==> src/rtl/clk_div_monitor_pkg.sv <==
// Shared types and constants for the clk_div_monitor block.
package clk_mon_pkg;

    typedef enum logic [1:0] {
        IDLE   = 2'd0,
        ACQ    = 2'd1,
        LOCKED = 2'd2
    } mon_state_e;

    // Width of the consecutive-match counter (LOCK_COUNT is at most 15).
    localparam int unsigned MATCH_W       = 4;
    localparam int unsigned CNT_W_DEFAULT = 8;

    // Saturation value of a w-bit period counter.
    function automatic int unsigned cnt_max(input int unsigned w);
        return (32'd1 << w) - 32'd1;
    endfunction

    localparam int unsigned CNT_MAX = cnt_max(CNT_W_DEFAULT);

endpackage

==> src/rtl/clk_div_monitor_if.sv <==
// Monitor bus: clock under test and clear in, status out to the CSR block.
interface clk_div_monitor_if #(
    parameter int unsigned CNT_W = clk_mon_pkg::CNT_W_DEFAULT
);
    logic             clk_div;
    logic             err_clr;
    logic [CNT_W-1:0] period;
    logic             period_valid;
    logic             locked;
    logic             lock_err;
    logic             stuck_err;
    logic             duty_err;

    modport master (
        output clk_div, err_clr,
        input  period, period_valid, locked, lock_err, stuck_err, duty_err
    );

    modport slave (
        input  clk_div, err_clr,
        output period, period_valid, locked, lock_err, stuck_err, duty_err
    );
endinterface

==> src/rtl/clk_div_monitor_sampler.sv <==
// Samples clk_div on clk_in and detects its rising edge.
// With CLK_MON_DUTY_CHECK_EN defined, a negedge sampler is added for the
// half-cycle high-time measurement; otherwise s_neg is tied low.
module clk_div_sampler (
    input  logic clk_in,
    input  logic reset,
    input  logic clk_div,
    output logic rise,
    output logic s_pos,
    output logic s_neg
);
    logic s_pos_q, s_pos_d;
    logic s_dly_q, s_dly_d;

    // Two-stage posedge history of clk_div.
    always_comb begin
        s_pos_d = clk_div;
        s_dly_d = s_pos_q;
    end

    // Posedge sample registers.
    always_ff @(posedge clk_in) begin
        if (reset) begin
            s_pos_q <= 1'b0;
            s_dly_q <= 1'b0;
        end else begin
            s_pos_q <= s_pos_d;
            s_dly_q <= s_dly_d;
        end
    end

    assign rise  = s_pos_q & ~s_dly_q;
    assign s_pos = s_pos_q;

`ifdef CLK_MON_DUTY_CHECK_EN
    logic s_neg_q, s_neg_d;

    // Negedge sample of clk_div, giving the second half-cycle of each period.
    always_comb begin
        s_neg_d = clk_div;
    end

    // Negedge sample register with its own synchronous reset.
    always_ff @(negedge clk_in) begin
        if (reset) begin
            s_neg_q <= 1'b0;
        end else begin
            s_neg_q <= s_neg_d;
        end
    end

    assign s_neg = s_neg_q;
`else
    assign s_neg = 1'b0;
`endif

endmodule

==> src/rtl/clk_div_monitor.sv <==
// Divided-clock monitor: measures the clk_div period in clk_in cycles,
// locks after LOCK_COUNT consecutive periods equal to DIV, and raises
// sticky lock-loss / stuck-clock errors.
// Optional duty-cycle check enabled by defining CLK_MON_DUTY_CHECK_EN.
module clk_div_monitor
    import clk_mon_pkg::*;
#(
    parameter int unsigned DIV        = 3,
    parameter int unsigned CNT_W      = 8,
    parameter int unsigned LOCK_COUNT = 4
) (
    input  logic           clk_in,
    input  logic           reset,
    clk_div_monitor_if.slave bus
);
    localparam logic [CNT_W-1:0]   CNT_SAT = CNT_W'(cnt_max(CNT_W));
    localparam logic [CNT_W-1:0]   DIV_C   = CNT_W'(DIV);
    localparam logic [MATCH_W-1:0] LOCK_C  = MATCH_W'(LOCK_COUNT);

    logic rise, s_pos, s_neg;

    mon_state_e       state_q, state_d;
    logic [CNT_W-1:0] cnt_q, cnt_d;
    logic [MATCH_W-1:0] match_q, match_d, match_inc;
    logic [CNT_W-1:0] period_q, period_d;
    logic             pv_q, pv_d;
    logic             locked_q, locked_d;
    logic             lock_err_q, lock_err_d;
    logic             stuck_err_q, stuck_err_d;
    logic             lock_ev, stuck_ev;

    clk_div_sampler u_sampler (
        .clk_in  (clk_in),
        .reset   (reset),
        .clk_div (bus.clk_div),
        .rise    (rise),
        .s_pos   (s_pos),
        .s_neg   (s_neg)
    );

    // Period counter, lock FSM and sticky error next-state logic.
    always_comb begin
        state_d   = state_q;
        match_d   = match_q;
        period_d  = period_q;
        pv_d      = 1'b0;
        locked_d  = locked_q;
        lock_ev   = 1'b0;
        stuck_ev  = 1'b0;
        match_inc = match_q + MATCH_W'(1);

        if (rise) begin
            cnt_d = CNT_W'(1);
        end else if (cnt_q == CNT_SAT) begin
            cnt_d = cnt_q;
        end else begin
            cnt_d = cnt_q + CNT_W'(1);
        end

        case (state_q)
            IDLE: begin
                // First edge only starts the count; there is no period yet.
                if (rise) begin
                    state_d = ACQ;
                    match_d = '0;
                end
            end
            ACQ: begin
                if (rise) begin
                    period_d = cnt_q;
                    pv_d     = 1'b1;
                    if (cnt_q == DIV_C) begin
                        match_d = match_inc;
                        if (match_inc == LOCK_C) begin
                            state_d  = LOCKED;
                            locked_d = 1'b1;
                        end
                    end else begin
                        match_d = '0;
                    end
                end else if (cnt_q == CNT_SAT) begin
                    stuck_ev = 1'b1;
                    locked_d = 1'b0;
                    state_d  = IDLE;
                end
            end
            LOCKED: begin
                if (rise) begin
                    period_d = cnt_q;
                    pv_d     = 1'b1;
                    if (cnt_q != DIV_C) begin
                        lock_ev  = 1'b1;
                        locked_d = 1'b0;
                        match_d  = '0;
                        state_d  = ACQ;
                    end
                end else if (cnt_q == CNT_SAT) begin
                    stuck_ev = 1'b1;
                    locked_d = 1'b0;
                    state_d  = IDLE;
                end
            end
            default: begin
                state_d  = IDLE;
                locked_d = 1'b0;
            end
        endcase

        // A new error event outranks a simultaneous clear.
        lock_err_d  = (lock_err_q  & ~bus.err_clr) | lock_ev;
        stuck_err_d = (stuck_err_q & ~bus.err_clr) | stuck_ev;
    end

    // State and output registers.
    always_ff @(posedge clk_in) begin
        if (reset) begin
            state_q     <= IDLE;
            cnt_q       <= '0;
            match_q     <= '0;
            period_q    <= '0;
            pv_q        <= 1'b0;
            locked_q    <= 1'b0;
            lock_err_q  <= 1'b0;
            stuck_err_q <= 1'b0;
        end else begin
            state_q     <= state_d;
            cnt_q       <= cnt_d;
            match_q     <= match_d;
            period_q    <= period_d;
            pv_q        <= pv_d;
            locked_q    <= locked_d;
            lock_err_q  <= lock_err_d;
            stuck_err_q <= stuck_err_d;
        end
    end

    assign bus.period       = period_q;
    assign bus.period_valid = pv_q;
    assign bus.locked       = locked_q;
    assign bus.lock_err     = lock_err_q;
    assign bus.stuck_err    = stuck_err_q;

`ifdef CLK_MON_DUTY_CHECK_EN
    // High time is counted in half-cycles, so a period can reach 2*CNT_MAX.
    localparam int unsigned       HIGH_W = CNT_W + 1;
    localparam logic [HIGH_W-1:0] HIGH_EXP = HIGH_W'(DIV);

    logic [HIGH_W-1:0] high_cnt_q, high_cnt_d;
    logic              duty_err_q, duty_err_d;
    logic              duty_ev;

    // High-time accumulation per period and duty check on each locked edge.
    always_comb begin
        high_cnt_d = (rise ? '0 : high_cnt_q) + HIGH_W'(s_pos) + HIGH_W'(s_neg);
        duty_ev    = rise && (state_q == LOCKED) && (high_cnt_q != HIGH_EXP);
        duty_err_d = (duty_err_q & ~bus.err_clr) | duty_ev;
    end

    // Duty-check registers.
    always_ff @(posedge clk_in) begin
        if (reset) begin
            high_cnt_q <= '0;
            duty_err_q <= 1'b0;
        end else begin
            high_cnt_q <= high_cnt_d;
            duty_err_q <= duty_err_d;
        end
    end

    assign bus.duty_err = duty_err_q;
`else
    logic unused_samples;
    assign unused_samples = &{1'b0, s_pos, s_neg};
    assign bus.duty_err   = 1'b0;
`endif

endmodule

==> src/flat_wrapper.sv <==
// flat-port wrapper written by rule: the top's interface ports become plain ports
module clk_div_monitor_flat import clk_mon_pkg::*;
#(
    parameter int unsigned DIV        = 3,
    parameter int unsigned CNT_W      = 8,
    parameter int unsigned LOCK_COUNT = 4
)
  (clk_in, reset, bus_clk_div, bus_err_clr, bus_period, bus_period_valid, bus_locked, bus_lock_err, bus_stuck_err, bus_duty_err);
  clk_div_monitor_if #(.CNT_W(CNT_W)) bus_i ();
  input  logic clk_in;
  input  logic reset;
  input wire logic [$bits(bus_i.clk_div)-1:0] bus_clk_div;
  input wire logic [$bits(bus_i.err_clr)-1:0] bus_err_clr;
  output wire logic [$bits(bus_i.period)-1:0] bus_period;
  output wire logic [$bits(bus_i.period_valid)-1:0] bus_period_valid;
  output wire logic [$bits(bus_i.locked)-1:0] bus_locked;
  output wire logic [$bits(bus_i.lock_err)-1:0] bus_lock_err;
  output wire logic [$bits(bus_i.stuck_err)-1:0] bus_stuck_err;
  output wire logic [$bits(bus_i.duty_err)-1:0] bus_duty_err;
  assign bus_i.clk_div = bus_clk_div;
  assign bus_i.err_clr = bus_err_clr;
  assign bus_period = bus_i.period;
  assign bus_period_valid = bus_i.period_valid;
  assign bus_locked = bus_i.locked;
  assign bus_lock_err = bus_i.lock_err;
  assign bus_stuck_err = bus_i.stuck_err;
  assign bus_duty_err = bus_i.duty_err;
  clk_div_monitor #(.DIV(DIV), .CNT_W(CNT_W), .LOCK_COUNT(LOCK_COUNT)) u_core (.clk_in(clk_in), .reset(reset), .bus(bus_i));
endmodule
==> config.mk <==
export PLATFORM = sky130hd
export DESIGN_NAME = clk_div_monitor_flat
export DESIGN_NICKNAME = d
export VERILOG_FILES = /design/src/rtl/clk_div_monitor_pkg.sv /design/src/rtl/clk_div_monitor_if.sv /design/src/rtl/clk_div_monitor_sampler.sv /design/src/rtl/clk_div_monitor.sv /design/src/flat_wrapper.sv
export SDC_FILE = /design/constraint.sdc
export NUM_CORES = 1
export LEC_CHECK = 0
export CORE_ASPECT_RATIO = 2
export CORE_UTILIZATION = 41
export DETAILED_ROUTE_END_ITERATION = 10
export MAX_ROUTING_LAYER = met4
export SLEW_MARGIN = 40
export SYNTH_ARGS = -nofsm -noshare
export SYNTH_HDL_FRONTEND = slang
export SYNTH_HIERARCHICAL = 1
export SYNTH_SLANG_ARGS = --single-unit
==> constraint.sdc <==
create_clock -name clk_in -period 1.96 [get_ports clk_in]
set_clock_uncertainty 0.1 [all_clocks]
set_input_delay 0.294 -clock clk_in [delete_from_list [all_inputs] [get_ports clk_in]]
set_output_delay 0.294 -clock clk_in [all_outputs]
set_load 0.005 [all_outputs]
==> summary.txt, run 1 <==
Run status
  – Status: finished clean

Logic synthesis
  – Syn_area_per_cell: 8.554 µm²
  – Synth warn: 6
  – Synthesized Nets: 169
  – Post-synthesis cell count: 159
  – Synth Cell Area: 1360 µm²

Detailed routing
  – Detailed Route Iter0 Violations: 14
  – Via count: 1211
  – Remaining DRCs: 0
  – Met3 WL: 61 µm
  – ANT nets after route: 0
  – Final wirelength: 3246 µm
  – Vias per cell: 5.739
  – Wl on met1: 1179 µm
  – Wire per inst: 15.38 µm
  – Max layer used: met4
  – Pre-antenna DRT Iters: 4
  – WL met2: 1866 µm

Timing
  – Tcrit/Tclk final: 0.9533
  – Final setup vio count: 0
  – Hold slack: 0.3596 ns
  – Post-route minimum period: 1.868 ns
  – RSZ-0062 raised after global routing: no
  – Final Max Slew Viols: 0
  – Fmax: 0.5352 GHz
  – Final Hold Viols: 0
  – Fin worst setup slack: 0.09151 ns

Power and ir drop
  – Worst VDD drop: 0.5292 mV
  – Sequential Power Share: 0.471
  – Clock share of power: 0.234
  – Overall power: 1.312 mW
  – PD cells: 791.1 nW/µm²
  – Psw: 0.4168 mW
  – Combinational Power Share: 0.294
  – Leakage: 0.5859 nW
  – Pint: 0.8957 mW
  – Switch share: 0.3175

Floorplan
  – Initial core utilization: 0.4308
  – Die extent in y: 83.45 µm
  – Die area: 3565 µm²
  – # rows: 29
  – Core area: 3157 µm²
  – Die X: 42.73 µm
  – I/O Pins: 17

Global route
  – First-pass GRT wire length: 5430 µm
  – Initial antenna violation count: 0
  – Vias in the first global route: 1236
  – Grt total ovfl: 0
  – Gr usage total: 0.2031
  – Largest net degree at the start of global routing: 15

Critical path
  – Worst reg-to-reg path cell count: 6
  – Cells along the critical path: ha_1, nor4b_4, buf_4, and2_1, a221oi_2, mux2_1
  – Crit-path slowest cell: dfxtp_2
  – Crit. End Element: register
  – Max incr delay on CP: 0.35 ns
  – Worst Path Max Fanout: 4
  – Arrival @ worst endpoint: 1.94 ns
  – Startpoint types: register
  – Kind of critical path: reg2reg
  – CP Data Required Time: 2.03 ns

Flow run
  – Max Cap Viol: 0

Place
  – Count of input and output buffers: 15
  – Final RePlAce weighted congestion: 0.8720
  – Dpl ws: -0.01334 ns
  – DP Wirelength: 2503 µm
  – Cell Area, Placed: 1578 µm²

Layout
  – Multi-input gate area: 762.0 µm²
  – P&R area growth vs syn: 21.99%
  – FF/Latch Area: 561.8 µm²
  – # nets final: 192
  – Layout cells sized above 1: 0.1333
  – Final instance area: 1659 µm²
  – Fin util: 0.5256
  – Antenna Cells: 0
  – Fill cells: 309

CTS
  – Reg clk slew, reported paths: 0.09 ns
  – H-tree lvl count: 1
  – Num CTS Buffers: 3
  – CTS root buffer: clkbuf_8
  – Clock tree sinks: 28
  – TritonCTS clock tree: done
  – CTS Hold Bufs: 0
  – Clk_lat worst skew: 0.27 ns
  – Clock buffer depth: 2

Worst hold path
  – HP Class: reg2reg
  – WHS Path Cells: 2
-- sequential cells by signal, summed over array words and instances (netlist names) --
register / count
u_core/bus.period_valid: 1
u_core/bus.stuck_err: 1
u_core/cnt_q: 8
u_core/match_q: 4
u_core/u_sampler/s_pos: 1
u_core/u_sampler/s_dly_q: 1
u_core/state_q: 2
u_core/bus.locked: 1
u_core/bus.lock_err: 1
u_core/bus.period: 8
-- power by group through the flow --
| stage | registers [mW] | clock network [mW] | logic (mW) |
|---|---|---|---|
| 4_1_cts | 0.617 | 0.318 | 0.380 |
| 3_3_place_gp | 0.627 | 0 | 0.364 |
| 5_1_grt | 0.622 | 0.340 | 0.427 |
| 6_report | 0.619 | 0.308 | 0.386 |
| 3_5_place_dp | 0.630 | 0 | 0.372 |
| 2_1_floorplan | 0.626 | 0 | 0.250 |
-- worst max-delay path: cells and delay by family, from the launching register on --
family | cells | cell delay [ns]
AOI/OAI and AO/OA | 1 | 0.31
buffers and inverters | 1 | 0.16
and+or+nand+nor | 2 | 0.32
adders and majority gates | 1 | 0.19
DFF | 1 | 0.35
muxes | 1 | 0.35
-- metal layers --
| metal | track usage | vias to the layer above |
|---|---|---|
| li1 | - | 605 |
| met1 | 0.1849 | 567 |
| met2 | 0.3691 | 28 |
| met3 | 0.02814 | 11 |
| met4 | 0.1278 | 0 |
| met5 | - | - |
-- path summary, 6_finish.rpt --
check / start / endpoint / slack, ns
worst max-delay path: u_core/cnt_q[1]$_SDFFE_PP0N_ / u_core/state_q[0]$_SDFFE_PP0P_ / 0.09
worst min-delay path: u_core/bus.period[0]$_SDFFE_PP0P_ / u_core/bus.period[0]$_SDFFE_PP0P_ / 0.36
worst max register to register: u_core/cnt_q[1]$_SDFFE_PP0N_ / u_core/state_q[0]$_SDFFE_PP0P_ / 0.09
worst min register to register: u_core/bus.period[0]$_SDFFE_PP0P_ / u_core/bus.period[0]$_SDFFE_PP0P_ / 0.36
-- final cells by class --
class / instances / area share
clock buffer: 3 / 0.02489
inverter: 8 / 0.01810
multi-input combinational: 116 / 0.4593
tap: 31 / 0.02338
sequential: 28 / 0.3386
timing repair buffer: 25 / 0.1357
-- layout by cell type, fill, tap and decap left out, types with 2 or more instances in the layout --
cell,n
ha_1,5
nand2_1,17
a21oi_1,13
o2111ai_1,2
clkdlybuf4s50_1,15
mux2_1,2
o21ai_0,4
and2_1,2
inv_1,8
and3_1,2
nand2b_1,2
a31oi_1,2
dfxtp_1,27
xor2_1,4
clkbuf_8,3
nor2b_1,5
nor3_1,3
nor2_1,12
nand3_1,14
or3_1,2
buf_4,10
a221oi_2,2
-- timing repair --
item | in CTS | in global routing
gates resized for setup | 1 | 5
pin swaps | 0 | 1
buffers inserted | 0 | 2
endpoints found under the setup margin | 1 | 4
-- through the flow --
stage,setup TNS (ns),std cells
6_report,0,211
3_3_place_gp,0,206
4_1_cts,0,209
5_1_grt,0,211
2_1_floorplan,0,159
3_5_place_dp,-0.01334,206
No activity file was read; power rests on OpenSTA's default activity.
==> run 2: changes to the inputs <==
--- a/config.mk
+++ b/config.mk
@@ -7,6 +7,7 @@
 export LEC_CHECK = 0
 export CORE_ASPECT_RATIO = 2
 export CORE_UTILIZATION = 41
+export CTS_CLUSTER_DIAMETER = 100
 export DETAILED_ROUTE_END_ITERATION = 10
 export MAX_ROUTING_LAYER = met4
 export SLEW_MARGIN = 40
==> results of run 2 <==
Final layout, timing and power as in run 1 (identical DEF).
